## config.mk

```make
export PLATFORM = sky130hd
export DESIGN_NAME = wb_raxm_seq_flat
export DESIGN_NICKNAME = d
export VERILOG_FILES = /design/src/rtl/wb_raxm_seq_pkg.sv /design/src/rtl/wb_raxm_seq_if.sv /design/src/rtl/wb_raxm_seq_booth_step.sv /design/src/rtl/wb_raxm_seq.sv /design/src/flat_wrapper.sv
export SDC_FILE = /design/constraint.sdc
export NUM_CORES = 1
export LEC_CHECK = 0
export ABC_AREA = 1
export ABC_CLOCK_PERIOD_IN_PS = 5050
export BUFFER_PORTS_ARGS = -buffer_cell sky130_fd_sc_hd__buf_2
export CAP_MARGIN = 40
export CORE_MARGIN = 3
export CORE_UTILIZATION = 63
export CTS_BUF_LIST = sky130_fd_sc_hd__clkbuf_4
export DETAILED_ROUTE_END_ITERATION = 6
export HOLD_SLACK_MARGIN = 0.12
export PLACE_DENSITY = 0.84
export SYNTH_ARGS = -nofsm -noshare
export SYNTH_HDL_FRONTEND = slang
export SYNTH_HIERARCHICAL = 1
export SYNTH_SLANG_ARGS = --single-unit
```

## constraint.sdc

```tcl
create_clock -name wb_clk_i -period 5.05 [get_ports wb_clk_i]
set_clock_uncertainty 0.05 [all_clocks]
set_input_delay 0.2525 -clock wb_clk_i [delete_from_list [all_inputs] [get_ports wb_clk_i]]
set_output_delay 0.2525 -clock wb_clk_i [all_outputs]
set_load 0.005 [all_outputs]
```

## src/rtl/wb_raxm_seq_pkg.sv

```systemverilog
// Shared constants and types for the wb_raxm_seq sequential Booth multiplier.
// Optional done interrupt is controlled by the RAXM_IRQ_EN macro (see top).
package raxm_pkg;

  // Register offsets inside the 256-byte decode window
  localparam logic [7:0] OffCtrl   = 8'h00;
  localparam logic [7:0] OffStatus = 8'h04;
  localparam logic [7:0] OffOpA    = 8'h08;
  localparam logic [7:0] OffOpB    = 8'h0C;
  localparam logic [7:0] OffResLo  = 8'h10;
  localparam logic [7:0] OffResHi  = 8'h14;

  // CTRL bit positions
  localparam int unsigned CtrlStartBit = 0;
  localparam int unsigned CtrlModeBit  = 1;
  localparam int unsigned CtrlKLo      = 8;
  localparam int unsigned CtrlKHi      = 12;
  localparam int unsigned CtrlIrqEnBit = 16;

  // STATUS bit positions
  localparam int unsigned StatBusyBit = 0;
  localparam int unsigned StatDoneBit = 1;
  localparam int unsigned StatErrBit  = 2;

  // FSM encoding
  typedef logic [1:0] state_t;
  localparam state_t StIdle = 2'd0;
  localparam state_t StBusy = 2'd1;
  localparam state_t StDone = 2'd2;

  typedef enum logic [2:0] {DigZero, DigPos1, DigPos2, DigNeg1, DigNeg2} booth_digit_e;

  // Radix-4 recode of triplet {b[2i+1], b[2i], b[2i-1]}
  function automatic booth_digit_e booth_recode(input logic [2:0] t);
    booth_digit_e d;
    unique case (t)
      3'b000, 3'b111: d = DigZero;
      3'b001, 3'b010: d = DigPos1;
      3'b011:         d = DigPos2;
      3'b100:         d = DigNeg2;
      default:        d = DigNeg1;  // 3'b101, 3'b110
    endcase
    return d;
  endfunction

  // Merge write data into an old 32-bit value honouring byte lanes
  function automatic logic [31:0] merge_sel(input logic [31:0] old, input logic [31:0] wdat,
                                            input logic [3:0] sel);
    logic [31:0] m;
    m = {{8{sel[3]}}, {8{sel[2]}}, {8{sel[1]}}, {8{sel[0]}}};
    return (old & ~m) | (wdat & m);
  endfunction

endpackage

```

## src/rtl/wb_raxm_seq_if.sv

```systemverilog
// Wishbone slave bus bundle for wb_raxm_seq.
interface wb_raxm_seq_if;
  logic        wbs_cyc_i;
  logic        wbs_stb_i;
  logic        wbs_we_i;
  logic [3:0]  wbs_sel_i;
  logic [31:0] wbs_adr_i;
  logic [31:0] wbs_dat_i;
  logic        wbs_ack_o;
  logic [31:0] wbs_dat_o;

  modport slave (
    input  wbs_cyc_i, wbs_stb_i, wbs_we_i, wbs_sel_i, wbs_adr_i, wbs_dat_i,
    output wbs_ack_o, wbs_dat_o
  );

  modport master (
    output wbs_cyc_i, wbs_stb_i, wbs_we_i, wbs_sel_i, wbs_adr_i, wbs_dat_i,
    input  wbs_ack_o, wbs_dat_o
  );
endinterface

```

## src/rtl/wb_raxm_seq_booth_step.sv

```systemverilog
// One radix-4 Booth digit: recode a triplet and form A*{0,+-1,+-2} << 2*idx.
module raxm_booth_step
  import raxm_pkg::*;
#(
  parameter int unsigned WIDTH = 16,
  parameter int unsigned IdxW  = 3
) (
  input  logic [2:0]              triplet_i,
  input  logic signed [WIDTH-1:0] a_i,
  input  logic [IdxW-1:0]         idx_i,
  output logic signed [2*WIDTH+1:0] pp_o
);

  logic signed [2*WIDTH+1:0] a_ext;
  logic signed [2*WIDTH+1:0] mag;

  // Select the signed multiple of A, then align it to digit position
  always_comb begin
    a_ext = {{(WIDTH+2){a_i[WIDTH-1]}}, a_i};
    unique case (booth_recode(triplet_i))
      DigPos1: mag = a_ext;
      DigPos2: mag = a_ext <<< 1;
      DigNeg1: mag = -a_ext;
      DigNeg2: mag = -(a_ext <<< 1);
      default: mag = '0;
    endcase
    pp_o = mag <<< {idx_i, 1'b0};
  end

endmodule

```

## src/rtl/wb_raxm_seq.sv

```systemverilog
// Wishbone-mapped signed radix-4 Booth multiplier with optional approximation of A.
// Define RAXM_IRQ_EN to build the done interrupt and the CTRL.IRQ_EN bit.
module wb_raxm_seq
  import raxm_pkg::*;
#(
  parameter int unsigned WIDTH     = 16,
  parameter logic [31:0] BASE_ADDR = 32'h3000_0000,
  parameter int unsigned KMAX      = 8
) (
  input  logic         wb_clk_i,
  input  logic         wb_rst_ni,
  wb_raxm_seq_if.slave wbs,
  output logic         user_irq_o
);

  localparam int unsigned PW   = 2 * WIDTH;
  localparam int unsigned AccW = 2 * WIDTH + 2;
  localparam int unsigned CntW = (WIDTH / 2 > 1) ? $clog2(WIDTH / 2) : 1;
  localparam int unsigned KLim = (KMAX < WIDTH - 2) ? KMAX : WIDTH - 2;

  state_t                   state_q, state_d;
  logic                     ack_q;
  logic [31:0]              dat_q, dat_d, rdata;
  logic                     mode_q, mode_d;
  logic [4:0]               k_q, k_d, k_eff;
  logic [WIDTH-1:0]         op_a_q, op_a_d, op_b_q, op_b_d;
  logic                     done_q, done_d, err_q, err_d;
  logic [PW-1:0]            res_q, res_d;
  logic signed [WIDTH-1:0]  a_cap_q, a_cap_d;
  logic [WIDTH:0]           b_sh_q, b_sh_d;
  logic signed [AccW-1:0]   acc_q, acc_d, pp;
  logic [CntW-1:0]          cnt_q, cnt_d;
  logic [WIDTH-1:0]         lsb_mask, a_trunc, a_round, a_approx;
  logic                     half, req, wr, wr_ctrl, wr_stat, start_req, start_ok, busy;
  logic                     irq_en_rd;
  logic [7:0]               off;
  logic signed [63:0]       res64;
  logic                     unused_acc;

  assign req  = wbs.wbs_cyc_i & wbs.wbs_stb_i & ~ack_q &
                (wbs.wbs_adr_i[31:8] == BASE_ADDR[31:8]);
  assign off  = wbs.wbs_adr_i[7:0];
  assign wr   = req & wbs.wbs_we_i;
  assign wr_ctrl   = wr & (off == OffCtrl);
  assign wr_stat   = wr & (off == OffStatus) & wbs.wbs_sel_i[0];
  assign start_req = wr_ctrl & wbs.wbs_sel_i[0] & wbs.wbs_dat_i[CtrlStartBit];
  assign start_ok  = start_req & (state_q == StIdle);
  assign busy      = (state_q != StIdle);
  assign res64     = 64'($signed(res_q));
  assign unused_acc = ^acc_q[AccW-1:PW];

  raxm_booth_step #(
    .WIDTH(WIDTH),
    .IdxW (CntW)
  ) u_booth_step (
    .triplet_i(b_sh_q[2:0]),
    .a_i      (a_cap_q),
    .idx_i    (cnt_q),
    .pp_o     (pp)
  );

  // Register writes, status flags and A approximation
  always_comb begin
    mode_d = (wr_ctrl & wbs.wbs_sel_i[0]) ? wbs.wbs_dat_i[CtrlModeBit] : mode_q;
    k_d    = (wr_ctrl & wbs.wbs_sel_i[1]) ? wbs.wbs_dat_i[CtrlKHi:CtrlKLo] : k_q;
    op_a_d = (wr && off == OffOpA) ?
             WIDTH'(merge_sel(32'(op_a_q), wbs.wbs_dat_i, wbs.wbs_sel_i)) : op_a_q;
    op_b_d = (wr && off == OffOpB) ?
             WIDTH'(merge_sel(32'(op_b_q), wbs.wbs_dat_i, wbs.wbs_sel_i)) : op_b_q;

    done_d = done_q;
    if (wr_stat && wbs.wbs_dat_i[StatDoneBit]) done_d = 1'b0;
    if (start_ok) done_d = 1'b0;
    if (state_q == StDone) done_d = 1'b1;

    err_d = err_q;
    if (wr_stat && wbs.wbs_dat_i[StatErrBit]) err_d = 1'b0;
    if (start_req && busy) err_d = 1'b1;

    // Round to nearest at bit K; fall back to truncation on positive overflow
    k_eff    = (32'(k_d) > KLim) ? 5'(KLim) : k_d;
    lsb_mask = (WIDTH'(1) << k_eff) - WIDTH'(1);
    a_trunc  = op_a_q & ~lsb_mask;
    half     = (k_eff != 5'd0) && ((op_a_q & (WIDTH'(1) << (k_eff - 5'd1))) != '0);
    a_round  = a_trunc + (WIDTH'(1) << k_eff);
    a_approx = (half && !(~a_trunc[WIDTH-1] & a_round[WIDTH-1])) ? a_round : a_trunc;
  end

  // Sequencer: capture, one Booth digit per cycle, then publish the result
  always_comb begin
    state_d = state_q;
    a_cap_d = a_cap_q;
    b_sh_d  = b_sh_q;
    acc_d   = acc_q;
    cnt_d   = cnt_q;
    res_d   = res_q;
    unique case (state_q)
      StIdle: begin
        if (start_ok) begin
          state_d = StBusy;
          a_cap_d = $signed(mode_d ? a_approx : op_a_q);
          b_sh_d  = {op_b_q, 1'b0};
          acc_d   = '0;
          cnt_d   = '0;
        end
      end
      StBusy: begin
        acc_d  = acc_q + pp;
        b_sh_d = b_sh_q >> 2;
        cnt_d  = cnt_q + CntW'(1);
        if (cnt_q == CntW'(WIDTH / 2 - 1)) state_d = StDone;
      end
      StDone: begin
        res_d   = acc_q[PW-1:0];
        state_d = StIdle;
      end
      default: state_d = StIdle;
    endcase
  end

  // Read mux; data is registered alongside ack and zero otherwise
  always_comb begin
    rdata = '0;
    unique case (off)
      OffCtrl: begin
        rdata[CtrlModeBit]      = mode_q;
        rdata[CtrlKHi:CtrlKLo]  = k_q;
        rdata[CtrlIrqEnBit]     = irq_en_rd;
      end
      OffStatus: begin
        rdata[StatBusyBit] = busy;
        rdata[StatDoneBit] = done_q;
        rdata[StatErrBit]  = err_q;
      end
      OffOpA:   rdata = 32'(op_a_q);
      OffOpB:   rdata = 32'(op_b_q);
      OffResLo: rdata = res64[31:0];
      OffResHi: rdata = res64[63:32];
      default:  rdata = '0;
    endcase
    dat_d = (req & ~wbs.wbs_we_i) ? rdata : 32'h0;
  end

  // State and register update
  always_ff @(posedge wb_clk_i or negedge wb_rst_ni) begin
    if (!wb_rst_ni) begin
      state_q <= StIdle;
      ack_q   <= 1'b0;
      dat_q   <= '0;
      mode_q  <= 1'b0;
      k_q     <= '0;
      op_a_q  <= '0;
      op_b_q  <= '0;
      done_q  <= 1'b0;
      err_q   <= 1'b0;
      res_q   <= '0;
      a_cap_q <= '0;
      b_sh_q  <= '0;
      acc_q   <= '0;
      cnt_q   <= '0;
    end else begin
      state_q <= state_d;
      ack_q   <= req;
      dat_q   <= dat_d;
      mode_q  <= mode_d;
      k_q     <= k_d;
      op_a_q  <= op_a_d;
      op_b_q  <= op_b_d;
      done_q  <= done_d;
      err_q   <= err_d;
      res_q   <= res_d;
      a_cap_q <= a_cap_d;
      b_sh_q  <= b_sh_d;
      acc_q   <= acc_d;
      cnt_q   <= cnt_d;
    end
  end

  assign wbs.wbs_ack_o = ack_q;
  assign wbs.wbs_dat_o = dat_q;

`ifdef RAXM_IRQ_EN
  logic irq_en_q, irq_en_d, irq_q;
  assign irq_en_d = (wr_ctrl & wbs.wbs_sel_i[2]) ? wbs.wbs_dat_i[CtrlIrqEnBit] : irq_en_q;

  // Level interrupt tracks DONE & IRQ_EN on the same edge as DONE
  always_ff @(posedge wb_clk_i or negedge wb_rst_ni) begin
    if (!wb_rst_ni) begin
      irq_en_q <= 1'b0;
      irq_q    <= 1'b0;
    end else begin
      irq_en_q <= irq_en_d;
      irq_q    <= done_d & irq_en_d;
    end
  end
  assign irq_en_rd  = irq_en_q;
  assign user_irq_o = irq_q;
`else
  assign irq_en_rd  = 1'b0;
  assign user_irq_o = 1'b0;
`endif

endmodule

```

## src/flat_wrapper.sv

```systemverilog
// flat-port wrapper written by rule: the top's interface ports become plain ports
module wb_raxm_seq_flat import raxm_pkg::*;
#(
  parameter int unsigned WIDTH     = 16,
  parameter logic [31:0] BASE_ADDR = 32'h3000_0000,
  parameter int unsigned KMAX      = 8
)
  (wb_clk_i, wb_rst_ni, user_irq_o, wbs_wbs_cyc_i, wbs_wbs_stb_i, wbs_wbs_we_i, wbs_wbs_sel_i, wbs_wbs_adr_i, wbs_wbs_dat_i, wbs_wbs_ack_o, wbs_wbs_dat_o);
  wb_raxm_seq_if wbs_i ();
  input  logic wb_clk_i;
  input  logic wb_rst_ni;
  output logic user_irq_o;
  input wire logic [$bits(wbs_i.wbs_cyc_i)-1:0] wbs_wbs_cyc_i;
  input wire logic [$bits(wbs_i.wbs_stb_i)-1:0] wbs_wbs_stb_i;
  input wire logic [$bits(wbs_i.wbs_we_i)-1:0] wbs_wbs_we_i;
  input wire logic [$bits(wbs_i.wbs_sel_i)-1:0] wbs_wbs_sel_i;
  input wire logic [$bits(wbs_i.wbs_adr_i)-1:0] wbs_wbs_adr_i;
  input wire logic [$bits(wbs_i.wbs_dat_i)-1:0] wbs_wbs_dat_i;
  output wire logic [$bits(wbs_i.wbs_ack_o)-1:0] wbs_wbs_ack_o;
  output wire logic [$bits(wbs_i.wbs_dat_o)-1:0] wbs_wbs_dat_o;
  assign wbs_i.wbs_cyc_i = wbs_wbs_cyc_i;
  assign wbs_i.wbs_stb_i = wbs_wbs_stb_i;
  assign wbs_i.wbs_we_i = wbs_wbs_we_i;
  assign wbs_i.wbs_sel_i = wbs_wbs_sel_i;
  assign wbs_i.wbs_adr_i = wbs_wbs_adr_i;
  assign wbs_i.wbs_dat_i = wbs_wbs_dat_i;
  assign wbs_wbs_ack_o = wbs_i.wbs_ack_o;
  assign wbs_wbs_dat_o = wbs_i.wbs_dat_o;
  wb_raxm_seq #(.WIDTH(WIDTH), .BASE_ADDR(BASE_ADDR), .KMAX(KMAX)) u_core (.wb_clk_i(wb_clk_i), .wb_rst_ni(wb_rst_ni), .wbs(wbs_i), .user_irq_o(user_irq_o));
endmodule
```

# After elaboration in Yosys (flattened, before gate mapping)
# Cells that the tools add are included.
# classes
addsub,7
magnitude_cmp,1
n_eq_ne,20
shift,3
mux,30
bitwise_logic,25
reduce_logical,22
# ops
cell,n
34-bit case mux with 4 select lines,1
16-bit AND,5
34-bit case mux with 2 select lines,1
34-bit adder,1
34-bit two-way mux,1
16-bit negator with 34-bit output,1
17-bit negator with 34-bit output,1
17-bit case mux with 2 select lines,1
34-bit by 4-bit <<< shifter with 34-bit output,1
16-bit two-way mux,2
32-bit two-way mux,1
16-bit NOT,2
16-bit bitwise OR,2
1-bit by 5-bit left shift with 16-bit output (first input constant),2
15-bit case mux with 2 select lines,1
5-bit case mux with 5 select lines,1
24-bit by 22-bit equality test with 1-bit output (second input constant),1
3-bit case mux with 4 select lines,2
5-bit case mux with 4 select lines,1
17-bit two-way mux,1
16-bit adder,1
8-bit by 4-bit equality test with 1-bit output (second input constant),2
8-bit by 5-bit equality test with 1-bit output (second input constant),2
16-bit nonzero test,1
other kinds (32),73
# word_totals
regBits,177
inputBits,73
out_inout_bits,34
wordCells,122

# Longest topological paths before layout
# logic_depth
depth_word,19
mapped_depth,34
mapped_depth_nobuf,33

# Cells and area by module
# The synthesis kept the hierarchy.
# modules_own_cells
mod,n_inst,cells_per_inst,area_per_inst_um2,seq_area_each_um2
wb_raxm_seq,1,1265,10020.9,4379.2
raxm_booth_step,1,374,1964.4,0.0

# Least setup slack after synthesis
# Ideal clock, no wire load.
# synth_path
path_type,reg2reg
startpoint,"reg u_core.ack_q, in the netlist u_core/wbs.wbs_ack_o"
endpoint,reg u_core.a_cap_q[12]
setup_time_ns,0.120
arrival_time_ns,3.725
required_ns,4.880
setup_slack_ns,1.155
path_stages_with_launch,32
path_buffers,0
synth_period_minus_slack_ns,3.895
path_cell_list,dfrtp_1 -> nor2_1 -> nand2_1 -> nor2_1 -> nand2_1 -> nor2_4 -> nand3_4 -> nand2_1 -> nand2_2 -> nor2_8 -> nand2_4 -> inv_1 -> nand2_1 -> ha_1 -> nor2_1 -> nor2_1 -> nand2_1 -> inv_1 -> ha_1 -> nand2_1 -> o21ai_0 -> a21o_1 -> a21oi_1 -> o21ai_0 -> nand3_1 -> nand2_1 -> nand3_1 -> nand2_1 -> xor2_1 -> nand3_2 -> nand3_1 -> a21oi_2
# synth_via
elab_chain_len,19
word_cells_on_any_way,31
classes_between,3 x add/sub; 1 x order compare; 2 x shift; 5 x mux; 14 x bitwise; 6 x reduce/logical
# synth_rtl
item,line,source
start: declaration,wb_raxm_seq.sv:22,logic ack_q;
start signal: assignment,wb_raxm_seq.sv:163,ack_q <= req;
1-bit NOT *,wb_raxm_seq.sv:40,assign req = wbs.wbs_cyc_i & wbs.wbs_stb_i & ~ack_q &
1-bit AND * (2 in series),wb_raxm_seq.sv:40,
via u_core.req,wb_raxm_seq.sv:34,"logic half, req, wr, wr_ctrl, wr_stat, start_req, start_ok, busy;"
1-bit AND *,wb_raxm_seq.sv:43,assign wr = req & wbs.wbs_we_i;
1-bit AND *,wb_raxm_seq.sv:44,assign wr_ctrl = wr & (off == OffCtrl);
1-bit AND *,wb_raxm_seq.sv:65,k_d = (wr_ctrl & wbs.wbs_sel_i[1]) ? wbs.wbs_dat_i[CtrlKHi:CtrlKLo] : k_q;
5-bit two-way mux *,wb_raxm_seq.sv:65,
via u_core.k_d[3],wb_raxm_seq.sv:25,"logic [4:0] k_q, k_d, k_eff;"
[... 4 more ...],--,
16-bit NOT,wb_raxm_seq.sv:83,a_trunc = op_a_q & ~lsb_mask;
16-bit AND,wb_raxm_seq.sv:83,
16-bit adder / 1-bit NOT (equally long branches),"wb_raxm_seq.sv:85, wb_raxm_seq.sv:86",
1-bit AND,wb_raxm_seq.sv:86,a_approx = (half && !(~a_trunc[WIDTH-1] & a_round[WIDTH-1])) ? a_round : a_trunc;
1-bit logical NOT,wb_raxm_seq.sv:86,
1-bit logical AND,wb_raxm_seq.sv:86,
16-bit two-way mux *,wb_raxm_seq.sv:86,
16-bit two-way mux *,wb_raxm_seq.sv:101,a_cap_d = $signed(mode_d ? a_approx : op_a_q);
end signal: assignment,wb_raxm_seq.sv:172,a_cap_q <= a_cap_d;
end: declaration,wb_raxm_seq.sv:29,"logic signed [WIDTH-1:0] a_cap_q, a_cap_d;"
# Mark *: on every way through the listed nets, which the timed path passes. The rest lies on a longest branch.
# A chain may end at the register's enable or synchronous reset.

# Worst setup path in the final report
# layout_path
startpoint,in wbs_wbs_adr_i[30]
endpoint,reg u_core.a_cap_q[12]
# layout_via
elab_chain_len,18
word_cells_on_any_way,30
classes_between,3 x add/sub; 1 x order compare; 1 x eq/ne; 2 x shift; 5 x mux; 12 x bitwise; 6 x reduce/logical
# layout_rtl
item,line,source
start: declaration,flat_wrapper.sv:17,input wire logic [$bits(wbs_i.wbs_adr_i)-1:0] wbs_wbs_adr_i;
24-bit by 22-bit equality test with 1-bit output *,wb_raxm_seq.sv:41,(wbs.wbs_adr_i[31:8] == BASE_ADDR[31:8]);
1-bit AND *,wb_raxm_seq.sv:40,
via u_core.req,wb_raxm_seq.sv:34,
1-bit AND *,wb_raxm_seq.sv:43,
1-bit AND *,wb_raxm_seq.sv:44,
1-bit AND *,wb_raxm_seq.sv:65,
5-bit two-way mux *,wb_raxm_seq.sv:65,
via u_core.k_d[2],wb_raxm_seq.sv:25,
[... 4 more ...],--,
16-bit NOT,wb_raxm_seq.sv:83,
16-bit AND,wb_raxm_seq.sv:83,
16-bit adder / 1-bit NOT (equally long branches),"wb_raxm_seq.sv:85, wb_raxm_seq.sv:86",
1-bit AND,wb_raxm_seq.sv:86,
1-bit logical NOT,wb_raxm_seq.sv:86,
1-bit logical AND,wb_raxm_seq.sv:86,
16-bit two-way mux *,wb_raxm_seq.sv:86,
16-bit two-way mux *,wb_raxm_seq.sv:101,
# Marks and branches as above.

==> impl_metrics.prom <==
# TYPE chip_impl_metric gauge
chip_impl_info{name="status",value="completed"} 1
chip_impl_metric{name="grt_start_max_net_pins",unit=""} 89
chip_impl_metric{name="max_clock_freq",unit="GHz"} 0.214
chip_impl_metric{name="setup_viol_count_final",unit=""} 0
chip_impl_metric{name="initial_util",unit="%"} 65.3
chip_impl_metric{name="synthesis.area_per_instance",unit="sq um"} 7.34
chip_impl_metric{name="cts_inserted_buffers",unit=""} 17
chip_impl_metric{name="port-buffer-count",unit=""} 87
chip_impl_metric{name="wire_per_inst",unit="um"} 16.6
chip_impl_info{name="tritoncts_clock_tree",value="done"} 1
chip_impl_metric{name="finish.cell_count_without_fillers",unit=""} 1975
chip_impl_metric{name="maxCapViolations",unit=""} 0
chip_impl_metric{name="wl_met2",unit="mm"} 14.8
chip_impl_metric{name="antenna_found_initial",unit=""} 1
chip_impl_metric{name="route.detailed.drc",unit=""} 0
chip_impl_metric{name="std_cell_rows",unit=""} 49
chip_impl_metric{name="floorplan.die.width",unit="um"} 144
chip_impl_metric{name="die_h",unit="um"} 144
chip_impl_metric{name="drive_above_1_share",unit="%"} 14.0
chip_impl_metric{name="dp_cells",unit=""} 1910
chip_impl_metric{name="p_r_area_growth_vs_syn",unit="%"} 10.9
chip_impl_metric{name="io_pins",unit=""} 107
chip_impl_metric{name="hold_viol_final",unit=""} 0
chip_impl_metric{name="area_enclosed_by_the_die_boundary",unit="sq um"} 20600
chip_impl_metric{name="cts.clk_slew.worst_paths",unit="ns"} 0.17
chip_impl_metric{name="summed_instance_area_of_the_synthesized_netlist",unit="sq um"} 11900
chip_impl_metric{name="clk-insertion-delay-late",unit="ns"} 0.60
chip_impl_metric{name="postRouteAntennaNets",unit=""} 0
chip_impl_metric{name="slew_headroom",unit="%"} 43.2
chip_impl_metric{name="post-route-period-util",unit="%"} 92.6
chip_impl_metric{name="first_pass_grt_wire_length",unit="mm"} 53.6
chip_impl_metric{name="routedLengthMet1",unit="mm"} 14.2
chip_impl_metric{name="power",unit="mW"} 2.31
chip_impl_metric{name="min_period",unit="ns"} 4.68
chip_impl_metric{name="dr_wl_met3",unit="mm"} 2.76
chip_impl_metric{name="power_per_cell_area",unit="nW/um^2"} 174
chip_impl_info{name="hold_class",value="in2async"} 1
chip_impl_info{name="cts-root-buf",value="sky130_fd_sc_hd__clkbuf_4"} 1
chip_impl_metric{name="final_net_count",unit=""} 1858
chip_impl_metric{name="h-tree-depth",unit=""} 4
chip_impl_metric{name="cts.sinks",unit=""} 175
chip_impl_info{name="top_layer",value="met4"} 1
chip_impl_metric{name="grt-ovfl-total",unit=""} 0
chip_impl_metric{name="critPathRequiredTime",unit="ns"} 5.52
chip_impl_info{name="worst_path_most_repeated_cell",value="sky130_fd_sc_hd__nand2_1"} 1
chip_impl_metric{name="crit_buf_inv",unit=""} 5
chip_impl_info{name="critPathCaptureType",value="flop"} 1
chip_impl_metric{name="utilization",unit="%"} 72.4
chip_impl_metric{name="worst_ir_drop_vdd",unit="mV"} 0.179
chip_impl_metric{name="detail_route.vias_per_cell",unit=""} 5.93
chip_impl_metric{name="totalWireLength",unit="mm"} 32.7
chip_impl_metric{name="via_count",unit=""} 11712
chip_impl_info{name="crit_slowest_cell",value="sky130_fd_sc_hd__dlygate4sd3_1"} 1
chip_impl_metric{name="power_leakage",unit="nW"} 6.99
chip_impl_metric{name="core_area",unit="sq um"} 18300
chip_impl_metric{name="dr.first_iter.drc_count",unit=""} 1312
chip_impl_metric{name="max_slew.worst_pin.slew",unit="ns"} 0.844
chip_impl_metric{name="grt_pass1_vias",unit=""} 10914
chip_impl_metric{name="timing.critical_path.slowest_cell_delay",unit="ns"} 0.56
chip_impl_metric{name="postSynthCellCount",unit=""} 1626
chip_impl_metric{name="grt_util_all_layers",unit="%"} 32.6
chip_impl_info{name="critical_path.top_delay_family",value="simple AND/OR/NAND/NOR gates"} 1
chip_impl_info{name="worst-setup-path-type",value="in2reg"} 1
chip_impl_metric{name="report.final.slew_viol_count",unit=""} 0
chip_impl_metric{name="arrival",unit="ns"} 5.14
chip_impl_metric{name="drtPass1Iterations",unit=""} 6
chip_impl_info{name="crit_path_start_kind",value="input port"} 1
chip_impl_metric{name="detailedPlacementHpwl",unit="mm"} 24.1
chip_impl_metric{name="gp_congestion",unit=""} 0.979
chip_impl_metric{name="synthesis.yosys.warnings",unit=""} 6
chip_impl_metric{name="crit_fanout",unit=""} 7
chip_impl_metric{name="finalHoldWorstSlack",unit="ns"} 0.189
chip_impl_metric{name="clockBufferDepth",unit=""} 2
cells in the final DEF (no fill, tap or decap), drive strengths merged, types with 2 or more instances in the layout:
cell / instances
nand2: 449
a21boi: 3
nand4: 11
ha: 51
o22ai: 15
a41oi: 9
o32ai: 2
o21ai: 162
mux2: 2
nand3b: 4
fa: 2
a21oi: 88
buf: 110
nor3b: 2
nor4: 3
a22o: 2
a221oi: 8
a21o: 2
xor2: 14
a31oi: 10
clkinv: 8
o31ai: 4
o21bai: 5
clkinvlp: 2
o211ai: 14
dlygate4sd3: 31
o221ai: 4
dfrtp: 175
conb: 7
o21a: 5
inv: 209
nor3: 13
clkbuf: 17
nand3: 165
a22oi: 12
nor2: 110
xnor2: 11
where the power goes:
group	internal [mW]	total (mW)	switching (mW)
clock network	0.228	0.806	0.578
logic	0.0386	0.0972	0.0586
registers	1.40	1.40	0.00000000338
total	1.67	2.31	0.636
routing by layer:
metal,vias up,track usage (%)
li1,5613,-
met1,5473,46.0
met2,536,50.2
met3,90,6.62
met4,0,11.4
met5,-,0
worst register-to-register path, stage by stage (launching register included):
cell	delay, ns
sky130_fd_sc_hd__dfrtp_1	0.47
sky130_fd_sc_hd__inv_1	0.09
sky130_fd_sc_hd__ha_1	0.23
sky130_fd_sc_hd__nand2_1	0.15
sky130_fd_sc_hd__nor2_2	0.18
sky130_fd_sc_hd__nand3b_1	0.14
sky130_fd_sc_hd__nand3b_1	0.19
sky130_fd_sc_hd__ha_1	0.30
sky130_fd_sc_hd__or2_1	0.23
sky130_fd_sc_hd__nand3_1	0.11
sky130_fd_sc_hd__nand2_1	0.08
sky130_fd_sc_hd__nand3_1	0.12
sky130_fd_sc_hd__nand3_1	0.11
sky130_fd_sc_hd__nand2_1	0.13
sky130_fd_sc_hd__ha_1	0.32
sky130_fd_sc_hd__a21oi_1	0.25
sky130_fd_sc_hd__o21ai_0	0.10
sky130_fd_sc_hd__inv_1	0.07
sky130_fd_sc_hd__o21ai_0	0.08
sky130_fd_sc_hd__a221oi_1	0.26
sky130_fd_sc_hd__nand3_1	0.17
sky130_fd_sc_hd__nand3_1	0.10
sky130_fd_sc_hd__nand2_1	0.11
sky130_fd_sc_hd__nand2_1	0.09
sky130_fd_sc_hd__nand2_1	0.07
sky130_fd_sc_hd__o21ai_0	0.18
sky130_fd_sc_hd__o21ai_0	0.11
through the flow:
stage,TNS (ns),instance area [sq um],setup slack [ns]
after floorplan,0,12000,1.15
after global placement,0,12500,0.601
after detailed placement,0,12600,0.507
after CTS,0,13200,0.250
after global routing,-0.00305,13200,-0.00305
final,0,13200,0.374
area by class of cell:
cell class,instances,area [sq um]
multi-input combinational,1193,6540
fill,1502,5030
sequential,175,4380
timing repair buffer,141,965
inverter,204,768
tap,229,287
clock inverter,15,169
clock buffer,17,128
antenna,1,2.50
repair_timing:
| item | CTS | global route |
|---|---|---|
| setup buffers | 0 | 1 |
| hold buffers | 31 | 0 |
| gates resized for setup | 0 | 12 |
| endpoints found under the hold margin | 129 | 0 |
| setup endpoints to repair | 0 | 15 |
path summary, 6_finish.rpt:
kind	start	to	slack (ns)	cells after the start
min in group wb_clk_i	wbs_wbs_adr_i[1]	u_core/k_q[2]$_DFF_PN0_	0.19	6
worst max-delay path	wbs_wbs_adr_i[30]	u_core/a_cap_q[12]$_DFFE_PN0P_	0.37	28
max in group asynchronous	wb_rst_ni	u_core/acc_q[1]$_DFFE_PN0P_	3.83	3
worst min-delay path	wb_rst_ni	u_core/wbs.wbs_dat_o[22]$_DFF_PN0_	0.19	2
worst max register to register	u_core/a_cap_q[1]$_DFFE_PN0P_	u_core/acc_q[28]$_DFFE_PN0P_	0.47	26
worst min register to register	u_core/res_q[22]$_DFFE_PN0P_	u_core/res_q[22]$_DFFE_PN0P_	0.46	2
(Power assumes the default switching activity.)
